--- src/rtl/atualizador_aste.sv ---
// Asteroid sweep engine: once per tick, reads every live record from the asteroid RAM,
// moves it one cell along its direction (saturating at the grid edges) and writes it back.
module atualizador_aste #(
  parameter int ADDR_W   = 4,
  parameter int COORD_W  = 4,
  parameter int GRID_MAX = 14,
  parameter int CENTRO_X = 7,
  parameter int CENTRO_Y = 7
) (
  input  logic                   clk_i,
  input  logic                   reset_i,
  input  logic                   iniciar_i,
  input  logic [ADDR_W:0]        num_aste_i,
  input  logic [2*COORD_W+1:0]   mem_q_i,
  output logic [ADDR_W-1:0]      mem_addr_o,
  output logic                   mem_we_o,
  output logic [2*COORD_W+1:0]   mem_data_o,
  output logic                   ocupado_o,
  output logic                   pronto_o,
  output logic                   colisao_o
);

  localparam int REC_W = 2*COORD_W + 2;

  localparam logic [1:0] S_IDLE = 2'd0;
  localparam logic [1:0] S_LE   = 2'd1;
  localparam logic [1:0] S_CALC = 2'd2;
  localparam logic [1:0] S_DONE = 2'd3;

  localparam logic [ADDR_W:0]    N_MAX = (ADDR_W+1)'(2**ADDR_W);
  localparam logic [COORD_W-1:0] GMAX  = COORD_W'(GRID_MAX);
  localparam logic [COORD_W-1:0] CX    = COORD_W'(CENTRO_X);
  localparam logic [COORD_W-1:0] CY    = COORD_W'(CENTRO_Y);

  logic [1:0]        state_q, state_d;
  logic [ADDR_W-1:0] index_q, index_d;
  logic [ADDR_W:0]   n_q, n_d;
  logic              colisao_q, colisao_d;

  logic [COORD_W-1:0] x, y, nx, ny;
  logic [1:0]         dir;
  logic [REC_W-1:0]   moved;
  logic               last;
  logic               hit;

  // Move rule: one axis, one step, clamped to the grid; dir is passed through.
  always_comb begin
    x   = mem_q_i[REC_W-1 -: COORD_W];
    y   = mem_q_i[2 +: COORD_W];
    dir = mem_q_i[1:0];
    nx  = x;
    ny  = y;
    case (dir)
      2'b00: if (x != GMAX)     nx = x + 1'b1;
      2'b01: if (x != '0)       nx = x - 1'b1;
      2'b10: if (y != GMAX)     ny = y + 1'b1;
      default: if (y != '0)     ny = y - 1'b1;
    endcase
    moved = {nx, ny, dir};
    hit   = (nx == CX) && (ny == CY);
  end

  assign last = ({1'b0, index_q} == (n_q - 1'b1));

  always_comb begin
    state_d   = state_q;
    index_d   = index_q;
    n_d       = n_q;
    colisao_d = colisao_q;
    case (state_q)
      S_IDLE: if (iniciar_i) begin
        n_d       = (num_aste_i > N_MAX) ? N_MAX : num_aste_i;
        colisao_d = 1'b0;
        index_d   = '0;
        state_d   = (num_aste_i == '0) ? S_DONE : S_LE;
      end
      S_LE: state_d = S_CALC;
      S_CALC: begin
        if (hit) colisao_d = 1'b1;
        if (last) state_d = S_DONE;
        else begin
          index_d = index_q + 1'b1;
          state_d = S_LE;
        end
      end
      default: state_d = S_IDLE;
    endcase
  end

  always_ff @(posedge clk_i) begin
    if (reset_i) begin
      state_q   <= S_IDLE;
      index_q   <= '0;
      n_q       <= '0;
      colisao_q <= 1'b0;
    end else begin
      state_q   <= state_d;
      index_q   <= index_d;
      n_q       <= n_d;
      colisao_q <= colisao_d;
    end
  end

  // RAM data is only valid in CALC, so the write data is gated to keep idle outputs at zero.
  assign mem_addr_o = index_q;
  assign mem_we_o   = (state_q == S_CALC);
  assign mem_data_o = (state_q == S_CALC) ? moved : '0;
  assign ocupado_o  = (state_q != S_IDLE);
  assign pronto_o   = (state_q == S_DONE);
  assign colisao_o  = colisao_q;

endmodule

--- config.mk ---
export PLATFORM = sky130hd
export DESIGN_NAME = atualizador_aste
export DESIGN_NICKNAME = d
export VERILOG_FILES = /design/src/rtl/atualizador_aste.sv
export SDC_FILE = /design/constraint.sdc
export NUM_CORES = 1
export LEC_CHECK = 0
export CAP_MARGIN = 0
export CORE_MARGIN = 2
export CORE_UTILIZATION = 30
export DETAILED_ROUTE_END_ITERATION = 10
export DONT_BUFFER_PORTS = 1
export GPL_TIMING_DRIVEN = 0
export HOLD_SLACK_MARGIN = 0.1
export PLACE_DENSITY = 0.53
export SYNTH_ARGS = -nofsm -noshare
export SYNTH_HDL_FRONTEND = slang
export SYNTH_SLANG_ARGS = --single-unit
--- constraint.sdc ---
create_clock -name clk_i -period 3.26 [get_ports clk_i]
set_input_delay 0.978 -clock clk_i [delete_from_list [all_inputs] [get_ports clk_i]]
set_output_delay 0.978 -clock clk_i [all_outputs]
set_load 0.02 [all_outputs]
; ---- Word level (Yosys, flattened, before mapping)
; Index checks and enable logic that the tools add are counted.
[word_totals]
reg_bits = 12
in_bits = 18
out_inout_bits = 18
wordCells = 54
[classes]
addsub = 6
n_lt_le_gt_ge = 1
eq_ne = 13
muxes = 18
n_reduce_logical = 12
[ops]
columns = op, n
row1 = 2-to-1 mux 4 bit, 6
row2 = case mux 4 bit (2 select lines), 3
row3 = adder 4 x 1 -> 4 bit (second input constant), 3
row4 = 2-to-1 mux 10 bit, 1
row5 = equality test 4 x 3 -> 1 bit (second input constant), 2
row6 = != test 4 bit (second input constant), 2
row7 = nonzero test 4 bit, 2
row8 = subtractor 4 x 1 -> 4 bit (second input constant), 2
row9 = equality test 2 bit (second input constant), 3
row10 = 2-to-1 mux 2 bit, 3
row11 = case mux 2 bit (3 select lines), 1
row12 = AND reduction 3 bit, 2
row13 = equality test 4 x 5 -> 1 bit, 1
row14 = > comparator 5 bit (second input constant), 1
row15 = logical NOT 5 bit, 1
row16 = 2-to-1 mux 5 bit, 1
row17 = subtractor 5 x 1 -> 5 bit (second input constant), 1
row18 = equality test 2 x 1 -> 1 bit (second input constant), 2
row19 = logical NOT 2 bit, 2
row20 = != test 2 bit (second input constant), 2
row21 = nonzero test 2 bit, 2
row22 = 2-to-1 mux 1 bit, 2
row23 = != test 2 x 1 -> 1 bit (second input constant), 1
row24 = case mux 1 bit (2 select lines), 1
row25 = other kinds (3), 3

; ---- Logic depth before layout (Yosys ltp)
; Gate-level depths: netlist (run 1).
[logic_depth]
word_depth = 7
ltp_mapped = 7

; ---- Least setup slack after synthesis (run 1)
; No wires, ideal clock.
[synth_path]
path_kind = input-to-output
startpoint = input port mem_q_i[6]
endpoint = output port mem_data_o[9]
arrival_time_ps = 2273
required_ps = 2282
path_slack_ps = 9
path_stages = 6
path_buffers = 0
path_cell_list = inv_1 > ha_1 > or4b_1 > o41ai_2 > a221oi_1 > nor2_1
[synth_between]
elab_chain_cells = 4
elab_cells_between_ends = 8
[synth_rtl]
columns = element, line
row1 = from (decl), 14  ; input logic [2*COORD_W+1:0] mem_q_i,
row2 = "subtractor 4 x 1 -> 4 bit, or another cell as far along", 55  ; 2'b01: if (x != '0) nx = x - 1'b1;
row3 = 2-to-1 mux 4 bit (on tied branches), "55, 54"
row4 = case mux 4 bit (2 select lines) (*), 53  ; case (dir)
row5 = 2-to-1 mux 10 bit (*), 107  ; assign mem_data_o = (state_q == S_CALC) ? moved : '0;
row6 = to (decl), 17  ; output logic [2*COORD_W+1:0] mem_data_o,
; Every way passes the cells marked *; elsewhere a longest branch is shown, timed or not.

; ---- Worst setup path in the final report (run 1)
; Ends and elaborated chain as after synthesis.

==> impl_metrics.csv, run 1 <==
group,metric,value,unit
detailed_routing,wire_per_inst,15.04,um
synthesis,synthAdderAreaFrac,0.08180,
placement,post-place-cells,211,
global_route,grt_pass1_wl,5112,um
detailed_routing,highest_layer,"met4",
detailed_routing,final_antenna_net_count,0,
sta,whs,0.4984,ns
layout,postLayoutCellArea,0.001410,sq mm
critical_path,r2r_start,"n_q[0]",
sta,rsz0062_at_grt,"yes",
layout,regArea,240.2,sq um
critical_path,cpPeakStageDelay,0.54,ns
synthesis,ys_async_sr_fraction,0,
clocking,hold_buffers,0,
run_status,status,"complete, no violations",
layout,syn2layout_area_growth,15.23,%
sta,period_needed,3.228,ns
placement,place.gp.congestion,0.7476,
synthesis,synth_seq_area_share,0.1963,
placement,dp_hpwl,2419,um
synthesis,synthCells,161,
synthesis,synthMuxAreaShare,0.04090,
sta,finalSetupTns,0,ns
critical_path,critPathTopFamily,"simple AND/OR/NAND/NOR gates",
global_route,grt_max_degree,11,
floorplan,die_w,67.87,um
clocking,clock_latency,0.24,ns
clocking,clk_path_buf_depth,2,
sta,finalSetupViolations,0,
power,leakage,0.5171,nW
power,power,0.4123,mW
floorplan,dieHeight,67.87,um
floorplan,ioPinCount,36,
placement,port_buffers,0,
sta,post-route-period-util,0.9902,
global_route,first_global_vias,1142,
detailed_routing,drc,0,
synthesis,ys_warn_count,0,
clocking,cts_tree,"done",
min_path,min_from,"n_q[4]",
clocking,clock-sinks,12,
critical_path,crit_required,2.28,ns
layout,diodes,0,
synthesis,avgSynthCellArea,7.600,sq um
clocking,path_clk_slew,0.05,ns
critical_path,crit_type,"in2out",
layout,drive_above_1_share,0.1273,
placement,pre_cts_ws,-0.1600,ns
critical_path,critPathLaunchType,"input port",
sta,final_hold_viol_count,0,
synthesis,synth_ff_type,"dfxtp_1",
critical_path,critPathBufInv,1,
clocking,cts_max_level,1,
layout,fillers,430,
power,vdd.ir_drop.worst,0.1132,mV
min_path,worstHoldPathType,"reg2reg",
detailed_routing,vias,1235,
global_route,antenna_found_initial,0,
layout,multi_input_area,950.9,sq um
synthesis,synth_top_family_by_area,"simple AND/OR/NAND/NOR gates",
floorplan,coreArea,0.003971,sq mm
sta,final_max_slew_viol_count,0,
detailed_routing,drtIter0Drc,32,
detailed_routing,vias_per_cell,5.744,
critical_path,crit_start,"mem_q_i[6]",
layout,final_cell_count_no_fill,215,
flow_run,drv_cap,0,
detailed_routing,wl_met2,1565,um
synthesis,synth_compound_area_frac,0.2045,
critical_path,critPathCaptureType,"output port",
synthesis,synth_enable_flop_cells,0,
critical_path,crit_arrival,2.25,ns
placement,placed_area,0.001286,sq mm
synthesis,synth_nets,187,
floorplan,rows,23,
sta,layout_setup_ws,0.03203,ns
layout,nets,193,
sta,max_freq,309.8,MHz
sta,skew,0.006033,ns
global_route,grt_overflow,0,
clocking,cts-root-buf,"clkbuf_8",
critical_path,cp_slowest_cell,"or4b_4",
critical_path,crit_path_max_fanout,8,
detailed_routing,drt_wl_total,3233,um
power,cellPowerDensity,292.4,mW/mm^2
sta,worstMarginPinSlew,0.5505,ns
floorplan,dieArea,0.004606,sq mm
sta,relSlewSlack,0.6330,
detailed_routing,first_pass_iters,4,
synthesis,ys_ff_latch,12,
global_route,grt_usage,0.1471,
synthesis,synth_area,0.001224,sq mm
clocking,cts-buffers-inserted,3,
layout,final_util,0.3551,
floorplan,initial_core_util,0.3081,
detailed_routing,wl_met1,1413,um
synthesis,synthXorXnorAreaFrac,0.03579,
synthesis,ys_types,47,
critical_path,path_cells,"inv_12, ha_4, or4b_4, o41ai_4, a221oi_2, nor2_2",
synthesis,synth-simple-area-share,0.3753,
detailed_routing,wl_met3,142,um
## where the power goes
group	switching, mW	internal, mW	total [mW]
combinational	0.0660	0.0500	0.116
sequential	0.00890	0.152	0.161
clock	0.0537	0.0814	0.135
total	0.129	0.284	0.412
## tightest hold or removal path, cell delays in order (launching register included)
cell and delay (ns):
dfxtp_1 0.33, nand2_1 0.06, a21oi_1 0.06
## sequential cells by signal, summed over array words and instances, names as in the netlist
register    flops
mem_addr_o      4
state_q         2
n_q             5
colisao_o       1
## cell usage in the layout, fill, tap and decap left out, types with 4 or more instances in the layout
master	Yosys	routed
o21ai_0	4	4
inv_1	10	8
nand2_1	9	9
xnor2_1	5	5
nor3_1	6	6
nor2_1	19	18
mux2i_1	5	5
nand3b_1	6	6
nor3b_1	8	7
dfxtp_1	12	12
ha_1	8	7
nor2b_1	4	4
nand2b_1	5	5
a21oi_1	11	11
## timing repair
action	CTS	global route
pin swaps	4	2
resized for setup	16	3
setup buffers	1	0
endpoints found under the setup margin	1	3
## worst paths after layout
path	endpoint	slack [ns]	depth (start not counted)
setup / recovery	mem_data_o[9]	0.03	6
setup reg to reg	mem_addr_o[1]	1.43	7
hold reg to reg	n_q[4]	0.50	2
hold / removal	n_q[4]	0.50	2
## final cells by class
type / count / area share
tap: 50 / 0.04437
sequential: 12 / 0.1704
buffer: 8 / 0.03194
clock buffer: 3 / 0.02928
timing repair buffer: 1 / 0.005324
inverter: 10 / 0.04437
multi-input combinational: 131 / 0.6744
## cell families after synthesis
family	after synthesis
AND/OR/NAND/NOR	78
buffers and inverters	18
XOR/XNOR	5
adder cells (fa/ha/maj)	8
flip-flops	12
multiplexers	5
AO/OA/AOI/OAI	35
## Yosys cell counts (2+ instances only)
| cell type | instances | area share |
|---|---|---|
| nor2_1 | 19 | 0.058 |
| a311oi_1 | 2 | 0.014 |
| xnor2_1 | 5 | 0.036 |
| nand3b_1 | 6 | 0.037 |
| nor3_1 | 6 | 0.025 |
| and2_1 | 3 | 0.015 |
| clkbuf_1 | 3 | 0.0092 |
| nand2_1 | 9 | 0.028 |
| ha_1 | 8 | 0.082 |
| nor4_1 | 2 | 0.010 |
| buf_2 | 4 | 0.016 |
| a21oi_1 | 11 | 0.045 |
| nand4_1 | 3 | 0.015 |
| a31oi_1 | 2 | 0.010 |
| nand2b_1 | 5 | 0.026 |
| nand4b_1 | 2 | 0.014 |
| nor3b_1 | 8 | 0.049 |
| nand3_1 | 2 | 0.0082 |
| inv_1 | 10 | 0.031 |
| a2bb2oi_1 | 2 | 0.014 |
| o21ai_0 | 4 | 0.016 |
| mux2i_1 | 5 | 0.041 |
| nor2b_1 | 4 | 0.020 |
| a41oi_1 | 2 | 0.014 |
| dfxtp_1 | 12 | 0.20 |
## metal layers
layer	GRT usage	vias up
met5	0	-
met4	0.09500	0
met3	0.03618	9
met2	0.2255	30
met1	0.1831	590
li1	-	606
Note: power is estimated with default switching activity, not from simulation.
==> run 2, diff against run 1 <==
CTS_CLUSTER_DIAMETER = 120   (was not set)
clock period = 3.37 ns   (was 3.26 ns; I/O delays follow)
==> run 2 against run 1 <==
Final cell count unchanged. Combinational power down 4%. Clock skew about the same. Count of clock-buffer cells in the layout unchanged. Hold slack unchanged. Power down 3.7%. Via count about the same. First-iteration DRC count up 50%. Critical path depth unchanged. Critical endpoint unchanged. Largest cell class unchanged.
==> impl_metrics.csv, run 2 (synthesized netlist as in run 1, its figures left out) <==
group,metric,value,unit
critical_path,critPathLaunchType,"input port",
power,internal_power,0.2734,mW
sta,final_max_slew_viol_count,0,
sta,worstMarginPinSlew,0.5504,ns
layout,top_register,"n_q",
layout,largest_reg_flops,5,
detailed_routing,wire_per_inst,14.84,um
flow_run,drv_cap,0,
detailed_routing,first_pass_iters,4,
min_path,hold_depth,2,
min_path,worstHoldPathType,"reg2reg",
clocking,path_clk_slew,0.05,ns
sta,relSlewSlack,0.6330,
power,p_clk_frac,0.329,
clocking,clock_latency,0.24,ns
power,cellPowerDensity,283.5,mW/mm^2
floorplan,dieArea,0.004606,sq mm
critical_path,rrSetupSlack,1.54,ns
global_route,grt_usage,0.1471,
clocking,cts_max_level,1,
sta,rsz0062_at_grt,"no",
global_route,grt_overflow,0,
layout,nets,193,
layout,diodes,0,
floorplan,initial_core_util,0.3081,
detailed_routing,final_antenna_net_count,0,
floorplan,coreArea,0.003971,sq mm
sta,skew,0.006033,ns
run_status,status,"complete, no violations",
placement,post-place-cells,211,
power,p_sw_frac,0.3117,
min_path,min_to,"n_q[4]",
sta,final_hold_viol_count,0,
critical_path,r2r_start,"n_q[0]",
power,switching_power,0.1238,mW
global_route,first_global_vias,1142,
power,power_frac_seq,0.393,
critical_path,crit_type,"in2out",
sta,post-route-period-util,0.9774,
detailed_routing,drtIter0Drc,48,
global_route,antenna_found_initial,0,
clocking,hold_buffers,0,
critical_path,critPathCaptureType,"output port",
sta,finalSetupViolations,0,
placement,place.gp.congestion,0.7476,
layout,final_cell_count_no_fill,215,
min_path,min_from,"n_q[4]",
layout,fillers,432,
critical_path,crit_arrival,2.28,ns
layout,syn2layout_area_growth,14.52,%
sta,max_freq,303.6,MHz
placement,port_buffers,0,
layout,postLayoutCellArea,0.001401,sq mm
clocking,clock-sinks,12,
detailed_routing,vias,1234,
global_route,grt_max_degree,11,
layout,layout_commonest_cell,"nor2_1",
critical_path,crit_required,2.36,ns
floorplan,ioPinCount,36,
layout,drive_above_1_share,0.1212,
critical_path,crit_path_max_fanout,8,
floorplan,dieHeight,67.87,um
power,leakage,0.5153,nW
critical_path,rr_endpoint,"mem_addr_o[1]",
layout,layout_common_cells,"nor2_1 (18), dfxtp_1 (12), a21oi_1 (11), nand2_1 (9), inv_1 (8)",
global_route,grt_pass1_wl,5112,um
detailed_routing,vias_per_cell,5.740,
clocking,cts_tree,"done",
clocking,clk_path_buf_depth,2,
detailed_routing,drc,0,
clocking,cts-buffers-inserted,3,
critical_path,rr_worst_depth,7,
sta,period_needed,3.294,ns
floorplan,rows,23,
power,vdd.ir_drop.worst,0.1094,mV
layout,multi_input_area,944.7,sq um
layout,final_util,0.3529,
placement,placed_area,0.001286,sq mm
layout,regArea,240.2,sq um
floorplan,die_w,67.87,um
clocking,cts-root-buf,"clkbuf_8",
power,power_frac_comb,0.278,
detailed_routing,drt_wl_total,3191,um
placement,dp_hpwl,2419,um
-- run 2: how the worst max path moves through the flow --
stage | slack (ns) | to | start
after floorplan | 0.05 | mem_data_o[9] | mem_q_i[6]
after global placement | -0.07 | mem_data_o[9] | mem_q_i[6]
after detailed placement | -0.12 | mem_data_o[9] | mem_q_i[6]
after CTS | -0.02 | mem_data_o[9] | mem_q_i[6]
after global routing | 0.005 | mem_data_o[7] | mem_q_i[7]
final | 0.08 | mem_data_o[9] | mem_q_i[6]
-- run 2: area by class of cell --
| class | count | share of cell area |
|---|---|---|
| multi-input cells | 131 | 0.6741 |
| flip-flops and latches | 12 | 0.1714 |
| inverters | 10 | 0.04464 |
| well taps | 50 | 0.04464 |
| plain buffers | 8 | 0.03036 |
| clock buffers | 3 | 0.02946 |
| repair buffers | 1 | 0.005357 |
-- run 2: what timing repair did --
item / 4_1_cts / 5_1_grt
pin swaps: 4 / 2
resized for setup: 16 / 1
setup endpoints to repair: 1 / 2
setup buffers: 1 / 0
-- run 2: per-layer routing --
metal	up-vias	global-route usage	wire length [um]
met5	-	0	0
met4	0	0.09500	112
met3	9	0.03618	151
met2	33	0.2255	1535
met1	589	0.1831	1392
li1	603	-	-
-- run 2: critical path, cell delays in order --
cell and delay, ns:
inv_12 0.02, ha_4 0.14, or4b_4 0.54, o41ai_4 0.22, a221oi_2 0.09, nor2_2 0.26
-- run 2: power groups by stage --
| stage | logic [mW] | clock network (mW) | registers, mW |
|---|---|---|---|
| after floorplan | 0.0849 | 0 | 0.157 |
| after global placement | 0.0987 | 0 | 0.159 |
| after detailed placement | 0.102 | 0 | 0.159 |
| after CTS | 0.109 | 0.134 | 0.156 |
| after global routing | 0.123 | 0.142 | 0.157 |
| final | 0.111 | 0.131 | 0.156 |
-- run 2: stage by stage --
step / hold WS, ns / TNS (ns) / total power, mW / setup slack (ns)
after floorplan: 0.4599 / 0 / 0.2416 / 0.05317
after global placement: 0.4855 / -0.06630 / 0.2573 / -0.06630
after detailed placement: 0.4940 / -0.1160 / 0.2606 / -0.1160
after CTS: 0.5007 / -0.01555 / 0.3993 / -0.01555
after global routing: 0.5216 / 0 / 0.4222 / 0.005050
final: 0.4984 / 0 / 0.3973 / 0.07619
